<file path="src/rtl/instr_mem_loader.sv">
// Instruction memory writer: packs a big-endian byte stream into 32-bit words.
// Optional trailing zero fill of unused words when LOADER_ZERO_FILL_EN is defined.
module instr_mem_loader #(
  parameter int DEPTH = 32,
  parameter int CNT_W = 6
) (
  input  logic             clk_i,
  input  logic             rst_i,
  input  logic             start_i,
  input  logic [7:0]       byte_i,
  input  logic             byte_valid_i,
  input  logic             byte_last_i,
  output logic             byte_ready_o,
  output logic             we_o,
  output logic [31:0]      waddr_o,
  output logic [31:0]      wdata_o,
  output logic             cpu_hold_o,
  output logic             done_o,
  output logic             ovf_o,
  output logic [CNT_W-1:0] word_count_o
);

  localparam logic [2:0] S_IDLE  = 3'd0;
  localparam logic [2:0] S_LOAD  = 3'd1;
  localparam logic [2:0] S_WRITE = 3'd2;
`ifdef LOADER_ZERO_FILL_EN
  localparam logic [2:0] S_FILL  = 3'd3;
`endif
  localparam logic [2:0] S_DONE  = 3'd4;

  localparam logic [29:0] DEPTH_IDX = 30'(DEPTH);

  logic [2:0]       state_q;
  logic [1:0]       byte_cnt_q;
  logic [31:0]      asm_q;
  logic [29:0]      idx_q;
  logic             last_q;
  logic             we_q;
  logic [31:0]      waddr_q;
  logic [31:0]      wdata_q;
  logic             ovf_q;
  logic [CNT_W-1:0] count_q;

  logic        accept;
  logic        in_range;
  logic        word_end;
  logic [29:0] idx_inc;
  logic [31:0] pack_word;

  // Handshake, index bounds and the word as it looks with the incoming byte merged.
  always_comb begin
    accept    = (state_q == S_LOAD) && byte_valid_i;
    in_range  = idx_q < DEPTH_IDX;
    idx_inc   = idx_q + 30'd1;
    word_end  = (byte_cnt_q == 2'd3) || byte_last_i;
    pack_word = asm_q;
    case (byte_cnt_q)
      2'd0:    pack_word[31:24] = byte_i;
      2'd1:    pack_word[23:16] = byte_i;
      2'd2:    pack_word[15:8]  = byte_i;
      default: pack_word[7:0]   = byte_i;
    endcase
  end

  // Loader FSM; the write strobe is registered so it lines up with WRITE/FILL.
  always_ff @(posedge clk_i) begin
    if (rst_i) begin
      state_q    <= S_IDLE;
      byte_cnt_q <= 2'd0;
      asm_q      <= 32'd0;
      idx_q      <= 30'd0;
      last_q     <= 1'b0;
      we_q       <= 1'b0;
      waddr_q    <= 32'd0;
      wdata_q    <= 32'd0;
      ovf_q      <= 1'b0;
      count_q    <= '0;
    end else begin
      we_q <= 1'b0;
      case (state_q)
        S_IDLE, S_DONE: begin
          if (start_i) begin
            state_q    <= S_LOAD;
            ovf_q      <= 1'b0;
            count_q    <= '0;
            idx_q      <= 30'd0;
            byte_cnt_q <= 2'd0;
            asm_q      <= 32'd0;
            last_q     <= 1'b0;
          end
        end
        S_LOAD: begin
          if (accept) begin
            if (word_end) begin
              state_q <= S_WRITE;
              last_q  <= byte_last_i;
              if (in_range) begin
                we_q    <= 1'b1;
                waddr_q <= {idx_q, 2'b00};
                wdata_q <= pack_word;
              end
            end else begin
              asm_q      <= pack_word;
              byte_cnt_q <= byte_cnt_q + 2'd1;
            end
          end
        end
        S_WRITE: begin
          idx_q      <= idx_inc;
          byte_cnt_q <= 2'd0;
          asm_q      <= 32'd0;
          if (in_range) begin
            count_q <= count_q + 1'b1;
          end else begin
            ovf_q <= 1'b1;
          end
          if (last_q) begin
`ifdef LOADER_ZERO_FILL_EN
            if (idx_inc < DEPTH_IDX) begin
              state_q <= S_FILL;
              we_q    <= 1'b1;
              waddr_q <= {idx_inc, 2'b00};
              wdata_q <= 32'd0;
            end else begin
              state_q <= S_DONE;
            end
`else
            state_q <= S_DONE;
`endif
          end else begin
            state_q <= S_LOAD;
          end
        end
`ifdef LOADER_ZERO_FILL_EN
        S_FILL: begin
          idx_q <= idx_inc;
          if (idx_inc < DEPTH_IDX) begin
            we_q    <= 1'b1;
            waddr_q <= {idx_inc, 2'b00};
            wdata_q <= 32'd0;
          end else begin
            state_q <= S_DONE;
          end
        end
`endif
        default: state_q <= S_IDLE;
      endcase
    end
  end

  // Status outputs decoded from state; write port driven from registers.
  always_comb begin
    byte_ready_o = (state_q == S_LOAD);
    cpu_hold_o   = (state_q == S_LOAD) || (state_q == S_WRITE);
`ifdef LOADER_ZERO_FILL_EN
    cpu_hold_o   = cpu_hold_o || (state_q == S_FILL);
`endif
    done_o       = (state_q == S_DONE);
    we_o         = we_q;
    waddr_o      = waddr_q;
    wdata_o      = wdata_q;
    ovf_o        = ovf_q;
    word_count_o = count_q;
  end

endmodule

</file>
<file path="config.mk">
export PLATFORM = sky130hd
export DESIGN_NAME = instr_mem_loader
export DESIGN_NICKNAME = d
export VERILOG_FILES = /design/src/rtl/instr_mem_loader.sv
export SDC_FILE = /design/constraint.sdc
export NUM_CORES = 1
export LEC_CHECK = 0
export BUFFER_PORTS_ARGS = -buffer_cell sky130_fd_sc_hd__buf_2
export CAP_MARGIN = 20
export CORE_ASPECT_RATIO = 0.9
export CORE_MARGIN = 2
export CORE_UTILIZATION = 55
export CTS_CLUSTER_DIAMETER = 40
export CTS_CLUSTER_SIZE = 10
export DETAILED_ROUTE_END_ITERATION = 7
export HOLD_SLACK_MARGIN = 0.08
export PLACE_DENSITY_LB_ADDON = 0.3
export SLEW_MARGIN = 10
export SYNTH_ARGS = -nofsm -noshare
export SYNTH_HDL_FRONTEND = slang
export SYNTH_SLANG_ARGS = --single-unit
export TNS_END_PERCENT = 10
</file>
<file path="constraint.sdc">
create_clock -name clk_i -period 2.7 [get_ports clk_i]
set_input_delay 0.27 -clock clk_i [delete_from_list [all_inputs] [get_ports clk_i]]
set_output_delay 0.27 -clock clk_i [all_outputs]
set_load 0.1 [all_outputs]
</file>
# Word level (Yosys, flattened, before mapping)
# Cells that the tools add are included.
dict set report op_classes {
  bitwise_logic 3
  muxes 29
  addsub 3
  n_eq_ne 12
  reduce_logical 18
  order_cmp 1
}
# cell n
set ops {}
lappend ops {{32-bit 2-to-1 mux} 3}
lappend ops {{32-bit one-hot mux with 3 select lines} 1}
lappend ops {{30-bit one-hot mux with 2 select lines} 1}
lappend ops {{8-bit 2-to-1 mux} 4}
lappend ops {{30-bit by 1-bit adder with 30-bit output (second input constant)} 1}
lappend ops {{30-bit by 6-bit less-than comparator with 1-bit output (second input constant)} 1}
lappend ops {{30-bit 2-to-1 mux} 1}
lappend ops {{3-bit 2-to-1 mux} 4}
lappend ops {{6-bit 2-to-1 mux} 2}
lappend ops {{6-bit one-hot mux with 2 select lines} 1}
lappend ops {{4-bit AND reduction} 3}
lappend ops {{3-bit one-hot mux with 3 select lines} 1}
lappend ops {{3-bit AND reduction} 3}
lappend ops {{2-bit != test (second input constant)} 4}
lappend ops {{6-bit by 1-bit adder with 6-bit output (second input constant)} 1}
lappend ops {{2-bit 2-to-1 mux} 3}
lappend ops {{2-bit one-hot mux with 3 select lines} 1}
lappend ops {{1-bit 2-to-1 mux} 5}
lappend ops {{2-bit == test (second input constant)} 2}
lappend ops {{2-bit by 1-bit != test with 1-bit output (second input constant)} 2}
lappend ops {{1-bit one-hot mux with 2 select lines} 2}
lappend ops {{2-bit nonzero test} 2}
lappend ops {{4-bit OR reduction} 1}
lappend ops {{3-bit by 1-bit == test with 1-bit output (second input constant)} 1}
lappend ops {{other kinds (13)} 16}
dict set report totals {
  out_inout_bits 75
  in_bits 13
  register_bits 138
  word_cells 76
}

# Longest topological paths before layout
# Gate-level depths: netlist of run 1.
dict set report logic_depth {
  depth_word 6
  ltp_mapped 7
  ltp_nobuf 6
}

# Worst setup path after synthesis of run 1
# Ideal clock, no wire load.
dict set report synth_timing {
  path_type {reg2out}
  start {reg state_q[0]}
  end {out cpu_hold_o}
  path_buffers 2
  setup_slack_ns 0.741
  path_stages_with_launch 5
  required_time_ns 2.430
  arrival_ns 1.689
  cell_sequence {dfxtp_1 -> buf_2 -> or3b_2 -> clkbuf_1 -> nand2_1}
}
dict set report synth_via {
  elab_chain_len 2
  elab_cells_between_ends 3
  classes_between {eq/ne (2); reduce/logical (1)}
}
# element line_no
set synth_rtl {}
lappend synth_rtl {{start, declared} 33} ;# logic [2:0] state_q;
lappend synth_rtl {{start signal, assigned} 68} ;# state_q <= S_IDLE;
lappend synth_rtl {{start signal, assigned} 83} ;# state_q <= S_LOAD;
lappend synth_rtl {{start signal, assigned} 95} ;# state_q <= S_WRITE;
lappend synth_rtl {{3-bit by 1-bit == test with 1-bit output or 3-bit by 2-bit == test with 1-bit output (tied branches)} 154} ;# cpu_hold_o = (state_q == S_LOAD) || (state_q == S_WRITE);
lappend synth_rtl {{1-bit logical OR (*)} 154}
lappend synth_rtl {{end, declared} 17} ;# output logic cpu_hold_o,
# Every way passes the cells marked *; elsewhere a longest branch is shown, timed or not.

# Worst setup path after layout of run 1
# Same ends and word-level chain as after synthesis.

==> results of run 1 <==
[placed cells by master (no fill, tap or decap), types with 3 or more instances in the layout]
cell	count
o31ai_1	7
a21oi_1	18
nand3b_1	6
clkinvlp_4	3
ha_1	6
o211ai_1	6
buf_2	85
and4_1	3
nor4_1	7
a32o_1	8
inv_6	4
o21a_1	4
bufinv_16	3
a211oi_1	33
or3_1	4
a22o_1	4
buf_4	8
mux2i_1	39
nand2_1	35
clkbuf_16	16
inv_1	6
nand3_1	26
nor3_1	9
or2_2	7
o21ai_0	10
and3_1	16
mux2_2	4
nand4_1	13
o2bb2ai_1	12
and2_1	30
dfxtp_1	138
nor2_1	67
[routing by layer]
| layer | vias to the layer above | global-route usage | routed length (µm) |
|---|---|---|---|
| met5 | - | 0 | 0 |
| met4 | 0 | 0.0721 | 191 |
| met3 | 21 | 0.0675 | 973 |
| met2 | 180 | 0.415 | 6170 |
| met1 | 2213 | 0.340 | 5980 |
| li1 | 2265 | - | - |
[metrics by stage]
stage / hold slack (ns) / setup WS [ns] / cell area [µm²] / instances
after floorplan: 0.406 / 0.741 / 5540 / 583
after global placement: 0.437 / 0.506 / 6010 / 763
after detailed placement: 0.438 / 0.384 / 6010 / 763
after CTS: 0.0866 / 0.195 / 6620 / 796
after global routing: 0.106 / 0.134 / 6630 / 797
final: 0.0935 / 0.317 / 6630 / 797
[layout make-up]
type / count / share of cell area
timing repair buffer: 95 / 0.0764
inverter: 6 / 0.00340
multi-input combinational: 400 / 0.389
sequential: 138 / 0.417
clock inverter: 13 / 0.0251
tap: 126 / 0.0238
clock buffer: 19 / 0.0651
[how the worst max path moves through the flow]
stage | startpoint | to | slack [ns]
2_1_floorplan | state_q[0]$_SDFFE_PP0P_ | cpu_hold_o | 0.74
3_3_place_gp | idx_q[6]$_SDFFE_PP0P_ | wdata_o[13]$_SDFFE_PP0P_ | 0.51
3_5_place_dp | idx_q[9]$_SDFFE_PP0P_ | wdata_o[30]$_SDFFE_PP0P_ | 0.38
4_1_cts | idx_q[9]$_SDFFE_PP0P_ | wdata_o[12]$_SDFFE_PP0P_ | 0.20
5_1_grt | idx_q[9]$_SDFFE_PP0P_ | wdata_o[22]$_SDFFE_PP0P_ | 0.13
6_report | state_q[0]$_SDFFE_PP0P_ | cpu_hold_o | 0.32
[worst register-to-register path, delay by kind of cell, from the launching register on]
kind                   cells  cell delay, ns
buffers and inverters      1            0.39
AO/OA/AOI/OAI              1            0.25
flip-flops                 1            0.38
AND/OR/NAND/NOR            4            1.25
[flip-flops by register name, summed over array words and instances, names as in the netlist]
name,cells
ovf_o,1
last_q,1
waddr_o,30
state_q,3
byte_cnt_q,2
we_o,1
idx_q,30
word_count_o,6
wdata_o,32
asm_q,32
[repair_timing]
action	in CTS	in global routing
hold endpoints to repair	1	0
setup endpoints to repair	0	2
hold buffers	1	0
gates resized for setup	0	1
buffers inserted	0	0
[cells by family after synthesis]
logic type | share of synthesized area
AND/OR/NAND/NOR | 0.222
flip-flops | 0.499
AO/OA/AOI/OAI | 0.148
buffers and inverters | 0.0346
multiplexers | 0.0787
adder cells (fa/ha/maj) | 0.0136
XOR/XNOR | 0.00317
other | 0.000678
[synth_stat cells (all sizes together) (7+ instances only)]
cell type | n | area share
dfxtp | 138 | 0.50
nor2 | 67 | 0.045
mux2i | 39 | 0.071
nand2 | 35 | 0.024
a211oi | 33 | 0.045
and2 | 30 | 0.034
nand3 | 26 | 0.024
clkbuf | 24 | 0.016
a21oi | 18 | 0.016
and3 | 16 | 0.018
buf | 15 | 0.014
nand4 | 13 | 0.015
o2bb2ai | 12 | 0.019
o21ai | 11 | 0.010
nor3 | 10 | 0.011
a32o | 8 | 0.014
nor4 | 7 | 0.0079
o31ai | 7 | 0.0095
or2 | 7 | 0.0079
[power groups by stage]
stage                     Clock, mW  Sequential (mW)  Combinational [mW]
final                          2.36             2.08               0.421
after global routing           2.44             2.08               0.445
after CTS                      2.36             2.08               0.417
after detailed placement          0             2.13               0.412
after global placement            0             2.12               0.407
after floorplan                   0             2.27               0.183
==> results.md, run 1 <==
- Number of cell rows: 34
- Worst rel slew slack: 0.498
- #FFs+latches synth: 138
- Reg power frac: 0.428
- Top_reg_cell synth: dfxtp_1
- WP data required: 2.43 ns
- Reg2reg start: idx_q[9]$_SDFFE_PP0P_
- Logic pwr share: 0.087
- Final Hold Fails: 0
- CTS HTree Levels: 4
- Global route overflow: 0
- Critical Path End Type: primary output
- Worst path slowest cell: or3b_2
- Routed length per instance: around 17 µm
- F_max: between 400 and 500 MHz
- Area grow syn2layout: 19.8%
- Net count, final: 677
- Tmin final: between 2 and 2.5 ns
- Clk buf depth: 2
- Endpoints failing setup: 0
- Fillers: 756
- Switch share: 0.262
- Reg2reg setup slack: 0.34 ns
- Via count: approximately 4700
- Max-cap violations: 0
- I/O Pins: 88
- Stages on the worst setup path: 3
- Vias in the first global route: ~4500
- Crit Path Class: register to primary output
- Worst-margin pin slew: 0.752 ns
- DR vias/cell: around 5.9
- Register area share after synthesis: 0.499
- Fraction of layout cells with a size suffix above 1: 0.210
- Number of flops mapped to enable cells by yosys: 0
- Synthesized cell area: roughly 0.0055 mm²
- RSZ-0062 raised after global routing: false
- Largest net degree at the start of global routing: 65
- GRT Overall Usage: 0.257
- Clock Skew: slightly below 0.009 ns
- Antenna diode count: 0
- Crit share post-route: 0.883
- Crit-path cells: or3b_2 > nand2_1 > buf_2
- Buffers added on ports: 85
- Critical path peak fanout: 10
- Clock share of power: 0.485
- Multi-input gate area: 0.00258 mm²
- Clock latency on the worst-skew pair: roughly 0.52 ns
- Register area: between 0.002 and 0.003 mm²
- Post-DP HPWL: about 8.5 mm
- Worst path buffer plus inverter count: 1
- Reg2reg path depth: 6
- Total Power: roughly 5 mW
- Leak: roughly 2.7 nW
- Synth warnings: 0
- Worst hold stages: 3
- Clock Sinks: about 140
- Reg2reg end: wdata_o[12]$_SDFFE_PP0P_
- Die ar.: approximately 0.011 mm²
- Clk slew on worst S/H paths: 0.06 ns
- Int Power: approximately 3.6 mW
- First-pass GRT wire length: around 22 mm
- Final Wtd Congestion: 0.868
- Setup crit start kind: register
- # DRC: 0
- Die height: between 90 and 100 µm
- Total Routed Length: about 13 mm
- PD cells: ~730 mW/mm²
- Sw Pwr: 1.27 mW
- Worst Hold Class: input pin to register
- Final Slew Violations: 0
- CTS Root Cell: clkbuf_8
- CTS tree: yes
- Die X: roughly 110 µm
- Synth unique cells: 47
- Fin util: 0.680
- Starting density of the core: 0.568
- WP data arrival: ~2.1 ns
- Status: finished clean
- Crit path largest cell delay: slightly below 0.6 ns
- Core ar.: 0.00974 mm²
- Post-synth ARST share: 0
- Antenna viol nets, final: 0
- Mean post-synth cell area: between 9 and 10 µm²
- Worst Hold Endpoint: asm_q[9]$_SDFFE_PP0P_
- Initial antenna violation count: 0
- DR pass1 iterations: 5
- DR iter-0 viols: around 250
- Final setup TNS: 0 ns
- VDD IR max: 0.000420 V
- Worst hold start: byte_i[1]
- TritonCTS buffer count: 17
- Gate Count Post-Synth: between 500 and 600
- CP delay by family, top: simple AND/OR/NAND/NOR gates
Power figures use the tool's default switching activity.
==> inputs of run 2 (changes only) <==
CORE_UTILIZATION = 60   (was 55)
==> run 2 against run 1 <==
Compared with the run above:
- sequential power barely moved
- clock skew barely moved
- core utilization rose by 5.1 points
- non-clock buffer count rose by 2
- critical path depth is the same
- total power fell by 3.6%
- via count up 0.73%
- highest routed layer unchanged
==> results.md, run 2 (synthesis results as in run 1) <==
- Fraction of layout cells with a size suffix above 1: 0.212 (was 0.210)
- TritonCTS buffer count: 17 (unchanged)
- Largest net degree at the start of global routing: 49 (was 65)
- Antenna diode count: 0 (unchanged)
- Area grow syn2layout: 19.6% (was 19.8%)
- Fillers: 636 (was 756)
- # DRC: 0 (unchanged)
- Routed length per instance: 16.5 µm (was 16.7 µm)
- CP delay by family, top: simple AND/OR/NAND/NOR gates (unchanged)
- Crit Path Class: register to primary output (unchanged)
- DR vias/cell: 5.93 (was 5.87)
- First-pass GRT wire length: 21.4 mm (was 22.2 mm)
- Setup repair bufs after CTS: 0 (unchanged)
- Switch share: 0.289 (was 0.262)
- Die height: 95.1 µm (was 99.1 µm)
- Clock Sinks: 138 (unchanged)
- Worst Hold Class: input pin to register (unchanged)
- CTS HTree Levels: 4 (unchanged)
- Crit path largest cell delay: 0.56 ns (was 0.59 ns)
- Placed Cells incl. Taps: 760 (was 763)
- Reg2reg start: state_q[1]$_SDFFE_PP0P_ (was idx_q[9]$_SDFFE_PP0P_)
- Fin area: 0.00662 mm² (was 0.00663 mm²)
- Antenna viol nets, final: 0 (unchanged)
- Final Slew Violations: 0 (unchanged)
- Endpoints failing setup: 0 (unchanged)
- Clock latency on the worst-skew pair: 0.52 ns (about the same)
- Final setup TNS: 0 ns (unchanged)
- Worst path slowest cell: or3b_1 (was or3b_2)
- PD cells: 708 mW/mm² (was 733 mW/mm²)
- Final Wtd Congestion: 0.882 (was 0.868)
- Worst Setup EP: cpu_hold_o (unchanged)
- Reg2reg setup slack: 0.58 ns (was 0.34 ns)
- Post-DP HPWL: 8.64 mm (was 8.53 mm)
- Die ar.: 0.0100 mm² (was 0.0109 mm²)
- I/O Pins: 88 (unchanged)
- Via count: 4713 (was 4679)
- Pre-CTS setup slack: 0.413 ns (was 0.384 ns)
- Clk slew on worst S/H paths: 0.06 ns (about the same)
- Worst rel slew slack: 0.513 (was 0.498)
- Placed instance area: 0.00602 mm² (was 0.00601 mm²)
- Sw Pwr: 1.36 mW (was 1.27 mW)
- VDD IR max: 0.000420 V (about the same)
- Worst-margin pin slew: 0.729 ns (was 0.752 ns)
- Starting density of the core: 0.612 (was 0.568)
- F_max: 412 MHz (was 420 MHz)
- Buffers added on ports: 85 (unchanged)
- GRT Overall Usage: 0.269 (was 0.257)
- Reg power frac: 0.444 (was 0.428)
- CTS Root Cell: clkbuf_8 (unchanged)
- Fin cells: 795 (was 797)
- Post-cts hold buffer count: 2 (was 1)
- Critical path peak fanout: 11 (was 10)
- Reg2reg path depth: 5 (was 6)
- Core ar.: 0.00904 mm² (was 0.00974 mm²)
- Commonest non-fill, non-tap cell in the layout: dfxtp_1 (unchanged)
- Final Hold Fails: 0 (unchanged)
- Total Power: 4.68 mW (was 4.86 mW)
- Total Routed Length: 13.1 mm (was 13.3 mm)
- Setup crit start kind: register (unchanged)
- Die X: 105 µm (was 110 µm)
- Vias in the first global route: 4345 (was 4511)
- Net count, final: 679 (was 677)
- DR pass1 iterations: 6 (was 5)
- Leak: 2.66 nW (about the same)
- DR iter-0 viols: 402 (was 254)
- Critical Path End Type: primary output (unchanged)
- Fin worst setup slack: 0.271 ns (was 0.317 ns)
- Post_cts resized: 0 (unchanged)
- RSZ-0062 raised after global routing: false (unchanged)
- Most frequent cells in the layout: dfxtp_1, buf_2, nor2_1 (unchanged)
- Global route overflow: 0 (unchanged)
- Initial antenna violation count: 0 (unchanged)
- Clk buf depth: 2 (unchanged)
- Logic pwr share: 0.090 (was 0.087)
- WP data arrival: 2.16 ns (was 2.11 ns)
- WP data required: 2.43 ns (about the same)
- Stages on the worst setup path: 3 (unchanged)
- Clock Skew: 0.00882 ns (was 0.00891 ns)
- Crit share post-route: 0.900 (was 0.883)
- Worst path buffer plus inverter count: 1 (unchanged)
- Max-cap violations: 0 (unchanged)
- Start point of the critical path: state_q[1]$_SDFFE_PP0P_ (was state_q[0]$_SDFFE_PP0P_)
- CTS tree: yes (unchanged)
- Crit-path cells: or3b_1 > nand2_1 > buf_2 (was or3b_2 > nand2_1 > buf_2)
- Int Power: 3.33 mW (was 3.59 mW)
- Tmin final: 2.43 ns (was 2.38 ns)
- Reg2reg end: word_count_o[5]$_SDFFE_PP0P_ (was wdata_o[12]$_SDFFE_PP0P_)
- Clock share of power: 0.466 (was 0.485)
- Status: finished clean (unchanged)
- Number of cell rows: 33 (was 34)
## run 2: power by group through the flow
stage          logic, mW  clock network (mW)  registers (mW)
3_5_place_dp       0.414                   0            2.13
4_1_cts            0.419                2.20            2.08
5_1_grt            0.446                2.30            2.08
3_3_place_gp       0.408                   0            2.12
6_report           0.422                2.18            2.08
2_1_floorplan      0.183                   0            2.27
## run 2: per-stage QoR
stage	util	hold WS, ns
after floorplan	-	0.406
final	0.732	0.102
after global routing	0.732	0.106
after detailed placement	0.666	0.439
after CTS	0.731	0.0814
after global placement	0.666	0.437
## run 2: metal layers
metal  GRT usage  wire length [µm]  up-vias
met5           0                 0        -
li1            -                 -     2275
met2       0.402              5810      199
met3      0.0766              1070       26
met4       0.100               217        0
met1       0.373              6050     2213
## run 2: how the worst min path moves through the flow
| stage | slack [ns] | from | end | cells past startpoint |
|---|---|---|---|---|
| 4_1_cts | 0.08 | byte_i[0] | asm_q[8]$_SDFFE_PP0P_ | 3 |
| 6_report | 0.10 | byte_i[0] | asm_q[8]$_SDFFE_PP0P_ | 3 |
| 2_1_floorplan | 0.41 | byte_last_i | last_q$_SDFFE_PP0P_ | 2 |
| 3_3_place_gp | 0.44 | waddr_o[7]$_SDFFE_PP0P_ | waddr_o[7]$_SDFFE_PP0P_ | 1 |
| 5_1_grt | 0.11 | byte_i[0] | asm_q[8]$_SDFFE_PP0P_ | 3 |
| 3_5_place_dp | 0.44 | waddr_o[10]$_SDFFE_PP0P_ | waddr_o[10]$_SDFFE_PP0P_ | 1 |
## run 2: layout make-up
class | count | area [µm²] | area share
Sequential cell | 138 | 2760 | 0.418
Inverter | 6 | 22.5 | 0.00340
Clock inverter | 15 | 150 | 0.0227
Timing Repair Buffer | 97 | 533 | 0.0806
Multi-Input combinational cell | 400 | 2580 | 0.390
Clock buffer | 17 | 414 | 0.0626
Tap cell | 122 | 153 | 0.0231
## run 2: tightest hold or removal path, cell delays in order
cell,delay (ns)
buf_2,0.15
nand2_1,0.09
o2bb2ai_1,0.06
